--- config.mk ---
export PLATFORM = sky130hd
export DESIGN_NAME = bcd_scan_sequencer
export DESIGN_NICKNAME = d
export VERILOG_FILES = /design/src/rtl/bcd_scan_sequencer.sv
export SDC_FILE = /design/constraint.sdc
export NUM_CORES = 1
export LEC_CHECK = 0
export CORE_ASPECT_RATIO = 2
export CORE_MARGIN = 1.5
export CORE_UTILIZATION = 54
export DETAILED_ROUTE_END_ITERATION = 10
export PLACE_DENSITY = 0.78
export SLEW_MARGIN = 20
export SYNTH_ARGS = -nofsm -noshare
export SYNTH_HDL_FRONTEND = slang
export SYNTH_SLANG_ARGS = --single-unit
--- constraint.sdc ---
create_clock -name clk -period 2 [get_ports clk]
set_input_delay 0.2 -clock clk [delete_from_list [all_inputs] [get_ports clk]]
set_output_delay 0.2 -clock clk [all_outputs]
set_load 0.02 [all_outputs]
--- src/rtl/bcd_scan_sequencer.sv ---
// ---------------------------------------------------------------------------
// bcd_scan_sequencer
//
// Time-multiplexes a 4-digit BCD word onto a single BCD bus with one-hot digit
// enables. Each digit is driven for SCAN_DIV clocks and followed by one blank
// cycle, so a full frame lasts 4*(SCAN_DIV+1) clocks. New words enter through
// a one-deep shadow buffer and are copied into the active register only when
// scanning starts or at a frame boundary, so a frame never shows a mix of
// two words. Digits above 9 are blanked on the display and raise a sticky
// error flag.
//
// Ports
//   clk             rising-edge clock
//   rst_n           asynchronous active-low reset
//   i_scan_en       1 = scan digits, 0 = return to idle
//   i_load_valid    a new word is offered on i_load_data
//   i_load_data     four BCD digits, digit 0 in bits [3:0]
//   o_load_ready    shadow buffer is empty and can accept a word
//   i_clear_err     clears o_invalid_digit on the next edge
//   o_bcd_out       digit value for the downstream decoder
//   o_digit_sel     one-hot digit enable, bit i = digit i
//   o_out_valid     o_bcd_out / o_digit_sel are meaningful
//   o_frame_done    high during the blank cycle after digit 3
//   o_invalid_digit sticky: a digit greater than 9 was scanned
// ---------------------------------------------------------------------------
module bcd_scan_sequencer #(
  parameter int unsigned SCAN_DIV = 4  // clocks per digit, 1..255
) (
  input  logic        clk,
  input  logic        rst_n,
  input  logic        i_scan_en,
  input  logic        i_load_valid,
  input  logic [15:0] i_load_data,
  output logic        o_load_ready,
  input  logic        i_clear_err,
  output logic [3:0]  o_bcd_out,
  output logic [3:0]  o_digit_sel,
  output logic        o_out_valid,
  output logic        o_frame_done,
  output logic        o_invalid_digit
);

  typedef enum logic [1:0] {
    ST_IDLE  = 2'd0,
    ST_DRIVE = 2'd1,
    ST_BLANK = 2'd2
  } state_t;

  localparam logic [7:0] DWELL_LAST = 8'(SCAN_DIV - 1);

  // Registered state
  state_t      r_state;
  logic [1:0]  r_index;
  logic [7:0]  r_count;
  logic [15:0] r_active;
  logic [15:0] r_shadow;
  logic        r_pending;
  logic        r_invalid;

  // Next-state values
  state_t      w_state;
  logic [1:0]  w_index;
  logic [7:0]  w_count;
  logic [15:0] w_active;
  logic [15:0] w_shadow;
  logic        w_pending;
  logic        w_invalid;

  logic        w_xfer;       // shadow -> active copy on this edge
  logic        w_load;       // shadow accepts i_load_data on this edge
  logic [3:0]  w_digit;      // active digit addressed by r_index
  logic        w_digit_bad;  // DRIVE cycle showing a non-BCD digit

  assign w_digit     = r_active[{r_index, 2'b00} +: 4];
  assign w_digit_bad = (r_state == ST_DRIVE) && (w_digit > 4'd9);
  assign w_load      = i_load_valid && !r_pending;

  // Next-state logic
  // NOTE: every signal driven here gets a default first, so no path through
  // the case statement can leave one unassigned and infer a latch.
  always_comb begin
    w_state   = r_state;
    w_index   = r_index;
    w_count   = r_count;
    w_active  = r_active;
    w_shadow  = r_shadow;
    w_pending = r_pending;
    w_xfer    = 1'b0;

    unique case (r_state)
      ST_IDLE: begin
        if (i_scan_en) begin
          w_state = ST_DRIVE;
          w_index = 2'd0;
          w_count = 8'd0;
          w_xfer  = r_pending;
        end
      end

      ST_DRIVE: begin
        if (!i_scan_en) begin
          w_state = ST_IDLE;
          w_index = 2'd0;
          w_count = 8'd0;
        end else if (r_count == DWELL_LAST) begin
          w_state = ST_BLANK;
          w_count = 8'd0;
        end else begin
          w_count = r_count + 8'd1;
        end
      end

      ST_BLANK: begin
        if (!i_scan_en) begin
          w_state = ST_IDLE;
          w_index = 2'd0;
          w_count = 8'd0;
        end else begin
          w_state = ST_DRIVE;
          // Index 3 wraps to 0 here; that edge is the frame boundary.
          w_index = r_index + 2'd1;
          w_xfer  = (r_index == 2'd3) && r_pending;
        end
      end

      default: begin
        w_state = ST_IDLE;
        w_index = 2'd0;
        w_count = 8'd0;
      end
    endcase

    // A transfer only happens while pending, when o_load_ready is low, so it
    // can never coincide with a load.
    if (w_xfer) begin
      w_active  = r_shadow;
      w_pending = 1'b0;
    end else if (w_load) begin
      w_shadow  = i_load_data;
      w_pending = 1'b1;
    end

    // Setting takes priority over a simultaneous clear.
    w_invalid = w_digit_bad || (r_invalid && !i_clear_err);
  end

  // State register
  // NOTE: sequential state uses non-blocking assignments so every register
  // samples the values from before this edge, independent of statement order.
  always_ff @(posedge clk or negedge rst_n) begin
    if (!rst_n) begin
      r_state   <= ST_IDLE;
      r_index   <= 2'd0;
      r_count   <= 8'd0;
      r_active  <= 16'h0000;
      r_shadow  <= 16'h0000;
      r_pending <= 1'b0;
      r_invalid <= 1'b0;
    end else begin
      r_state   <= w_state;
      r_index   <= w_index;
      r_count   <= w_count;
      r_active  <= w_active;
      r_shadow  <= w_shadow;
      r_pending <= w_pending;
      r_invalid <= w_invalid;
    end
  end

  // Output decode: a function of registered state only, never of inputs.
  always_comb begin
    o_bcd_out       = 4'd0;
    o_digit_sel     = 4'd0;
    o_out_valid     = 1'b0;
    o_frame_done    = (r_state == ST_BLANK) && (r_index == 2'd3);
    o_load_ready    = !r_pending;
    o_invalid_digit = r_invalid;

    if (r_state == ST_DRIVE) begin
      o_bcd_out = w_digit;
      if (w_digit <= 4'd9) begin
        o_digit_sel = 4'b0001 << r_index;
        o_out_valid = 1'b1;
      end
    end
  end

endmodule

==> flow_summary_export.csv <==
group,metric,value,unit
synth,syn-num-nets,198,
route,vias,1519,
synth,yosysSeqAreaShare,51.1,%
synth,async_flop_share,100,%
setup_path,critPathMaxStageDelay,550,ps
setup_path,crit_chain,"mux4_2 > o21ai_2 > buf_4 > and3_1 > buf_4",
synth,ys_types,42,
cells_and_area,drive_gt1_share,32.4,%
clock_tree,cts_buffers,5,
placed_design,placed_area,2670,um^2
clock_tree,cts_sinks,46,
route,postRouteAntennaNets,0,
power_and_ir_drop,p_per_area,1090,nW/um^2
synth,synth-edff-count,0,
clock_tree,cts_buffer_depth,2,
setup_path,critical_path_class,"reg2out",
grt,track_usage,22.2,%
route,drt_pre_antenna_iters,4,
placed_design,globalplace.congestion,0.790,
clock_tree,insertion_delay,300,ps
grt,grt_pass1_wl,7.62,mm
cells_and_area,fillers,315,
grt,antenna_found_initial,0,
timing,post-route-period-util,104,%
power_and_ir_drop,vdd_drop_max,0.869,mV
cells_and_area,layoutNonFillerInstCount,271,
synth,ys_ff_latch,46,
die,start_util,55.6,%
status,status,"finished with violations",
placed_design,dp_cells,259,
die,die_y,94.3,um
synth,synthFlopType,"dfrtp_1",
die,fp-row-count,33,
synth,yosysWarnings,0,
setup_path,arrival,1890,ps
flow_run,drv_cap,0,
timing,rsz0062_at_grt,"true",
timing,tightest_slew,549,ps
timing,tns,-399,ps
power_and_ir_drop,total_leakage_power,1.25,nW
cells_and_area,layout_common_cells,"dfrtp_1 (45), clkdlybuf4s50_1 (21), mux2_2 (17), buf_4 (17)",
die,io_pins,33,
worst_hold_path,hold_class,"in2async",
die,die-area,4590,um^2
cells_and_area,fin_nets,244,
timing,finalHoldViolations,0,
setup_path,worst_setup_path_start_kind,"flip-flop",
route,drcViolationCount,0,
route,drt_iter0_drc,36,
timing,slew_headroom,63.4,%
clock_tree,h-tree-depth,2,
synth,syn-cell-area,2250,um^2
grt,grt_pass1_vias,1649,
setup_path,crit_buf_inv,2,
placed_design,io_buffers,32,
route,drt-total-wl,4.59,mm
die,fp.dieW,48.7,um
timing,whs,417,ps
cells_and_area,post-route-cell-area,2790,um^2
synth,avgSynthCellArea,13.1,um^2
timing,finalClockSkew,5.11,ps
timing,fmax,0.479,GHz
setup_path,slowest_stage,"mux4_2",
timing,setup_violations,6,
timing,fin_ws,-87.1,ps
die,core_area,4050,um^2
timing,finalMaxSlewViolations,0,
setup_path,crit_path_end_kind,"primary output",
timing,post-route-min-period,2090,ps
placed_design,place_hpwl,3.51,mm
setup_path,critPathTopFamily,"multiplexers",
cells_and_area,final_common_cell,"dfrtp_1",
cells_and_area,final_util,69.0,%
clock_tree,clkTransAtPathRegs,80,ps
status,violations,"negative setup slack",
setup_path,crit_path_max_fanout,5,
route,vias_per_cell,5.61,
synth,synthCells,172,
cells_and_area,n_antenna_cell,0,
cells_and_area,area_delta_synth_final,24.1,%
clock_tree,tritoncts,"built",
clock_tree,cts-root-buf,"clkbuf_8",
grt,grt_max_degree,25,
route,wl_per_cell,16.9,um
grt,grt_remaining_overflow,0,
setup_path,cpMostUsedCell,"buf_4",
setup_path,crit_required,1800,ps
-- routing by layer --
layer	up-vias	track usage, %	wire length (um)
met1	755	21.2	1570
met5	-	0	0
met3	13	3.82	136
met4	0	12.6	144
met2	45	43.0	2740
li1	706	-	-
-- synth_stat cells (2+ instances only) --
master	n	area (um^2)
dfrtp_1	46	1150
and2_1	4	25.0
clkbuf_2	2	10.0
o21ai_1	4	20.0
and3_1	7	43.8
nor2_1	4	15.0
ha_1	5	62.6
a41oi_1	2	17.5
buf_6	3	33.8
nand2b_1	3	18.8
mux2_4	9	135
o21ai_0	2	10.0
mux2_1	7	78.8
a21oi_1	5	25.0
nand3_1	3	15.0
mux2_2	17	191
inv_1	5	18.8
mux4_2	3	67.6
and3b_1	2	17.5
xnor2_1	2	17.5
nor2b_1	3	18.8
buf_2	4	20.0
a31oi_1	3	18.8
nand2_1	9	33.8
-- final timing paths --
kind / start / to / slack, ps / depth (start not counted)
worst max-delay path: r_index[0]$_DFFE_PN0P_ / o_digit_sel[1] / -90 / 5
worst min register to register: r_shadow[5]$_DFFE_PN0P_ / r_active[5]$_DFFE_PN0P_ / 490 / 1
max in group asynchronous: rst_n / r_shadow[6]$_DFFE_PN0P_ / 1070 / 3
min in group clk: i_clear_err / o_invalid_digit$_DFF_PN0_ / 460 / 2
worst max register to register: r_index[0]$_DFFE_PN0P_ / r_active[2]$_DFFE_PN0P_ / 220 / 5
worst min-delay path: rst_n / r_active[1]$_DFFE_PN0P_ / 420 / 2
-- final cells by class --
cell class,instances,area (um^2),share of cell area [%]
clock buffers,7,86.3,3.09
flip-flops and latches,46,1150,41.3
multi-input cells,111,1020,36.6
inverters,5,18.8,0.672
repair buffers,49,442,15.8
well taps,52,65.1,2.33
clock inverters,1,5.00,0.179
-- what timing repair did --
action	in CTS	in global routing
setup buffers	1	2
gates cloned	0	0
hold buffers	1	0
endpoints found under the hold margin	23	0
pin swaps	1	2
resized for setup	40	10
setup endpoints to repair	10	7
-- per-stage QoR --
step / power [mW] / worst slack [ps]
after global placement: 2.40 / -144
after global routing: 3.21 / -146
after floorplan: 2.06 / 327
final: 3.05 / -87.1
after CTS: 3.04 / -72.6
after detailed placement: 2.47 / -241
-- power breakdown --
group,internal [mW],switching [mW],leakage (nW),total [mW]
sequential,1.26,0.204,0.562,1.46
clock,0.279,0.296,0.0482,0.575
combinational,0.620,0.393,0.639,1.01
-- flip-flops by register name (all words and copies together) (netlist names) --
| signal | count |
|---|---|
| r_index | 2 |
| r_shadow | 16 |
| r_state | 2 |
| r_pending | 1 |
| r_count | 8 |
| o_invalid_digit | 1 |
| r_active | 16 |
-- logic make-up after synthesis --
| group | share of synthesized area [%] |
|---|---|
| DFF | 51.1 |
| and+or+nand+nor | 11.8 |
| muxes | 22.6 |
| AOI/OAI and AO/OA | 7.00 |
| buffers and inverters | 3.84 |
| adders and majority gates | 2.78 |
| xor gates and xnor gates | 0.778 |
(Power assumes the default switching activity.)
